==> config.mk <==
export PLATFORM = sky130hd
export DESIGN_NAME = seq_divider_32bit
export DESIGN_NICKNAME = d
export VERILOG_FILES = /design/src/rtl/seq_divider_32bit.sv
export SDC_FILE = /design/constraint.sdc
export NUM_CORES = 1
export LEC_CHECK = 0
export BUFFER_PORTS_ARGS = -buffer_cell sky130_fd_sc_hd__buf_4
export CAP_MARGIN = 0
export CORE_MARGIN = 5
export CORE_UTILIZATION = 25
export DETAILED_ROUTE_END_ITERATION = 8
export RECOVER_POWER = 25
export SKIP_CTS_REPAIR_TIMING = 1
export SLEW_MARGIN = 20
export SYNTH_ARGS = -nofsm -noshare
export SYNTH_HDL_FRONTEND = slang
export SYNTH_SLANG_ARGS = --single-unit
export TNS_END_PERCENT = 1
==> constraint.sdc <==
create_clock -name clk -period 7.5 [get_ports clk]
set_input_delay 0.375 -clock clk [delete_from_list [all_inputs] [get_ports clk]]
set_output_delay 0.375 -clock clk [all_outputs]
set_load 0.02 [all_outputs]
==> src/rtl/seq_divider_32bit.sv <==
// seq_divider_32bit: multi-cycle unsigned restoring divider used as the ALU divide unit.
// One quotient bit per clock, MSB first; results hold until the next accepted start.
module seq_divider_32bit #(
  parameter int unsigned WIDTH = 32
) (
  input  logic             clk,
  input  logic             reset,
  input  logic             start,
  input  logic [WIDTH-1:0] dividend,
  input  logic [WIDTH-1:0] divisor,
  output logic [WIDTH-1:0] quotient,
  output logic [WIDTH-1:0] remainder,
  output logic             busy,
  output logic             done,
  output logic             div_by_zero
);

  localparam int unsigned CW = $clog2(WIDTH + 1);

  typedef enum logic [1:0] {
    IDLE,
    RUN,
    FIN
  } state_t;

  state_t           r_state;
  logic [WIDTH-1:0] r_q;
  logic [WIDTH-1:0] r_r;
  logic [WIDTH-1:0] r_d;
  logic [CW-1:0]    r_cnt;
  logic [WIDTH-1:0] r_quotient;
  logic [WIDTH-1:0] r_remainder;
  logic             r_busy;
  logic             r_done;
  logic             r_dbz;

  logic [WIDTH:0]   w_shift;
  logic [WIDTH:0]   w_trial;
  logic             w_fits;
  logic [WIDTH-1:0] w_r_next;
  logic [WIDTH-1:0] w_q_next;
  logic             w_last;

  // Trial subtraction for one restoring step.
  // The partial remainder is always below the divisor, so it fits in WIDTH
  // bits between iterations; the extra bit lives only in the shifted/trial
  // values, where it acts as the borrow that decides the quotient bit.
  always_comb begin
    w_shift  = {r_r, r_q[WIDTH-1]};
    w_trial  = w_shift - {1'b0, r_d};
    w_fits   = ~w_trial[WIDTH];
    w_r_next = w_fits ? w_trial[WIDTH-1:0] : w_shift[WIDTH-1:0];
    w_q_next = {r_q[WIDTH-2:0], w_fits};
    w_last   = (r_cnt == CW'(WIDTH - 1));
  end

  // Control FSM with all datapath and output registers.
  always_ff @(posedge clk) begin
    if (reset) begin
      r_state     <= IDLE;
      r_q         <= '0;
      r_r         <= '0;
      r_d         <= '0;
      r_cnt       <= '0;
      r_quotient  <= '0;
      r_remainder <= '0;
      r_busy      <= 1'b0;
      r_done      <= 1'b0;
      r_dbz       <= 1'b0;
    end else begin
      case (r_state)
        IDLE: begin
          r_done <= 1'b0;
          if (start) begin
            if (divisor != '0) begin
              r_q     <= dividend;
              r_r     <= '0;
              r_d     <= divisor;
              r_cnt   <= '0;
              r_dbz   <= 1'b0;
              r_busy  <= 1'b1;
              r_state <= RUN;
            end else begin
              r_quotient  <= '1;
              r_remainder <= dividend;
              r_dbz       <= 1'b1;
              r_done      <= 1'b1;
              r_state     <= FIN;
            end
          end
        end
        RUN: begin
          r_q   <= w_q_next;
          r_r   <= w_r_next;
          r_cnt <= r_cnt + CW'(1);
          if (w_last) begin
            r_quotient  <= w_q_next;
            r_remainder <= w_r_next;
            r_busy      <= 1'b0;
            r_done      <= 1'b1;
            r_state     <= FIN;
          end
        end
        FIN: begin
          r_done  <= 1'b0;
          r_state <= IDLE;
        end
        default: begin
          r_done  <= 1'b0;
          r_busy  <= 1'b0;
          r_state <= IDLE;
        end
      endcase
    end
  end

  assign quotient    = r_quotient;
  assign remainder   = r_remainder;
  assign busy        = r_busy;
  assign done        = r_done;
  assign div_by_zero = r_dbz;

endmodule

==> results.cfg <==
[outcome]
status = finished, final reports clean

[cells_and_area]
finalNetCount = 1298
antennaDiodeCount = 0
final_core_util_pct = 30.7
areaGrowthSynthToFinish_pct = 20.7
layout-drive-gt1-share_pct = 11.4

[logic_synthesis]
ys_top_cells_by_area = dfxtp_1 40%, nand2_1 8.5%, a21oi_1 5.8%, nor2_1 5.7%, a311oi_1 5.5%
syn-num-nets = 1212
synth_fa_ha_area_share_pct = 5.05
ys_seq_area_share_pct = 39.9
syn_avg_cell_area_um2 = 7.72
synthMuxAreaShare_pct = 0.584
synth_compound_area_share_pct = 21.9
synth_top_family_by_area = simple AND/OR/NAND/NOR gates
synth-edff-count = 0
synth-seq-cells = 171
synthSimpleGateAreaFrac_pct = 24.0
ys_warn_count = 0
synth_xor_area_share_pct = 3.03
yosysTopAreaCell = dfxtp_1
synthCells = 1111
synth_top_area_share_pct = 39.9
syn_area_um2 = 8580
ys.flop_type = dfxtp_1
yosys.cell_types.count = 56
async_flop_share_pct = 0

[critical_path]
end_kind = flop
worstPathRequired_ns = 7.76
r2r_setup_slack_ns = 3.89
reg2reg_to = remainder[12]
worstPathMaxFanout = 32
r2r-start = r_d[14]
worstSetupStartpointType = flop
reg2reg_depth = 12
worstPathArrival_ns = 3.87
path_class = flop to flop

[cts]
cts.sinks = 171
clk_pin_slew_ns = 0.07
cts_buffer_depth = 2
clk_latency_ns = 0.43
cts_buffers = 17
cts_tree = built
htree_levels = 4
cts-root-buf = clkbuf_16

[min_path]
min_path_type = input pin to flop
whs_path_depth = 3
hold_start = divisor[1]
min_to = r_d[1]

[sta]
hold_viol = 0
slew_headroom_pct = 34.4
slew_viol_final = 0
fin_crit_sh_pct = 48.1
post-route-min-period_ns = 3.61
max_freq_mhz = 277
setup_violations = 0
tns_ns = 0
worst_slew_pin_slew_ns = 0.984
fin_skew_ns = 0.00832
rsz0062_at_grt = no

[power]
p_total_mw = 4.61
leakagePower_nw = 3.92
peakVddDrop_mv = 0.304
power_density_nw_per_um2 = 446

[place]
gp_congestion = 0.892
detailed_place_hpwl_um = 20500
port_buffers = 133

[die]
die_area_um2 = 38100
dieHeight_um = 195
rows = 67
pin_count = 134
core_area_um2 = 33700
die_w_um = 195
initial_core_util_pct = 25.4

[routing]
postRouteAntennaNets = 0
drc = 0
drtIter0Drc = 454
wire_per_inst_um = 16.5
first_pass_iters = 5
vias = 8103
vias_per_cell = 4.89
wl_um = 27400

[global_route]
grt_start_max_net_pins = 92
antenna_found_initial = 1
grt_pass1_wl_um = 43300
grt_usage_pct = 14.0
grt_pass1_vias = 7703
grt-ovfl-total = 0

[run]
max_cap_violations = 0
## worst max path at each step
stage | startpoint | end | slack, ns | cells after the start
final | r_d[14] | remainder[12] | 3.89 | 12
after global routing | r_d[14] | remainder[12] | 3.60 | 12
after CTS | r_q[31] | remainder[19] | 3.89 | 13
after detailed placement | r_q[31] | remainder[19] | 3.92 | 13
after global placement | r_q[31] | remainder[19] | 3.92 | 13
after floorplan | r_q[31] | remainder[27] | 4.75 | 13
## layout make-up
| cell class | instances | area, um^2 |
|---|---|---|
| inverter | 42 | 158 |
| timing repair buffer | 145 | 871 |
| fill | 3756 | 23400 |
| sequential | 171 | 3420 |
| tap | 448 | 561 |
| multi-input combinational | 820 | 4720 |
| clock buffer | 18 | 429 |
| clock inverter | 14 | 185 |
## report_power, final
group | leakage [nW] | internal [mW] | switching (mW)
Sequential | 1.40 | 1.05 | 0.121
Combinational | 2.21 | 0.919 | 1.59
Clock | 0.301 | 0.534 | 0.402
Total | 3.92 | 2.50 | 2.12
## metal layers
| layer | routed length, um | track usage [%] | up-vias |
|---|---|---|---|
| li1 | - | - | 4109 |
| met1 | 14700 | 21.4 | 3814 |
| met2 | 11100 | 19.8 | 159 |
| met3 | 1250 | 3.34 | 19 |
| met4 | 300 | 3.00 | 2 |
| met5 | 13 | 0 | - |
## cell usage in the layout, fill, tap and decap left out, types with 3 or more instances in the layout
master	netlist	layout
a211oi_1	6	6
a21o_1	9	9
a21oi_1	100	99
a311oi_1	54	54
a311oi_2	6	6
a31oi_1	27	27
a41oi_1	3	3
and2_1	4	4
and3_1	12	12
buf_4	1	87
bufinv_16	0	3
clkbuf_1	63	59
clkbuf_16	0	17
dfxtp_1	171	171
ha_1	33	33
inv_1	42	42
inv_6	0	3
inv_8	0	3
mux2i_1	5	5
nand2_1	195	195
nand2b_1	8	7
nand3_1	12	12
nand3b_1	3	3
nand4_1	6	6
nor2_1	130	129
nor2b_1	7	6
nor3_1	83	83
nor4_1	10	10
o211ai_1	10	10
o21a_1	5	4
o21ai_0	29	30
o21ai_1	5	3
o31ai_1	3	3
xnor2_1	16	16
xor2_1	10	10
## flip-flops by register name, indices dropped and copies added, names as in the netlist, 2 cells and up
register,flops
quotient,32
r_cnt,6
r_d,32
r_q,32
r_r,32
r_state,2
remainder,32
## metrics by stage
step	hold slack, ns	std cells	cell area [um^2]	setup slack, ns
after floorplan	0.436	1111	8580	4.75
after global placement	0.444	1626	9950	3.92
after detailed placement	0.448	1626	9950	3.92
after CTS	0.179	1658	10600	3.89
after global routing	0.196	1658	10300	3.60
final	0.193	1658	10300	3.89
## critical path, stage by stage (launching register included)
cell      delay, ns
dfxtp_1        0.34
inv_1          0.05
ha_1           0.44
nand4_1        0.20
nor4_1         0.41
o211ai_1       0.24
nand4_1        0.22
a311oi_4       0.15
xor2_2         0.42
buf_4          0.39
nor3_1         0.09
a31oi_1        0.31
a311oi_1       0.15
## cells in the mapped netlist, drive strengths merged (10+ instances only)
cell type and instances:
nand3 12, xor2 11, o211ai 10, o21ai 34, nor4 10, a311oi 61
and3 12, xnor2 17, nor3 83, dfxtp 171, inv 42, ha 33
a31oi 27, nand2 195, clkbuf 63, buf 15, nor2 130, a21oi 102
## cell families (layout without fill, tap and decap cells)
family / count (synthesis) / in the layout
AND/OR/NAND/NOR: 476 / 476
adder cells (fa/ha/maj): 34 / 34
AO/OA/AOI/OAI: 277 / 277
XOR/XNOR: 28 / 28
buffers and inverters: 120 / 219
multiplexers: 5 / 5
flip-flops: 171 / 171
No activity file was read; power rests on OpenSTA's default activity.
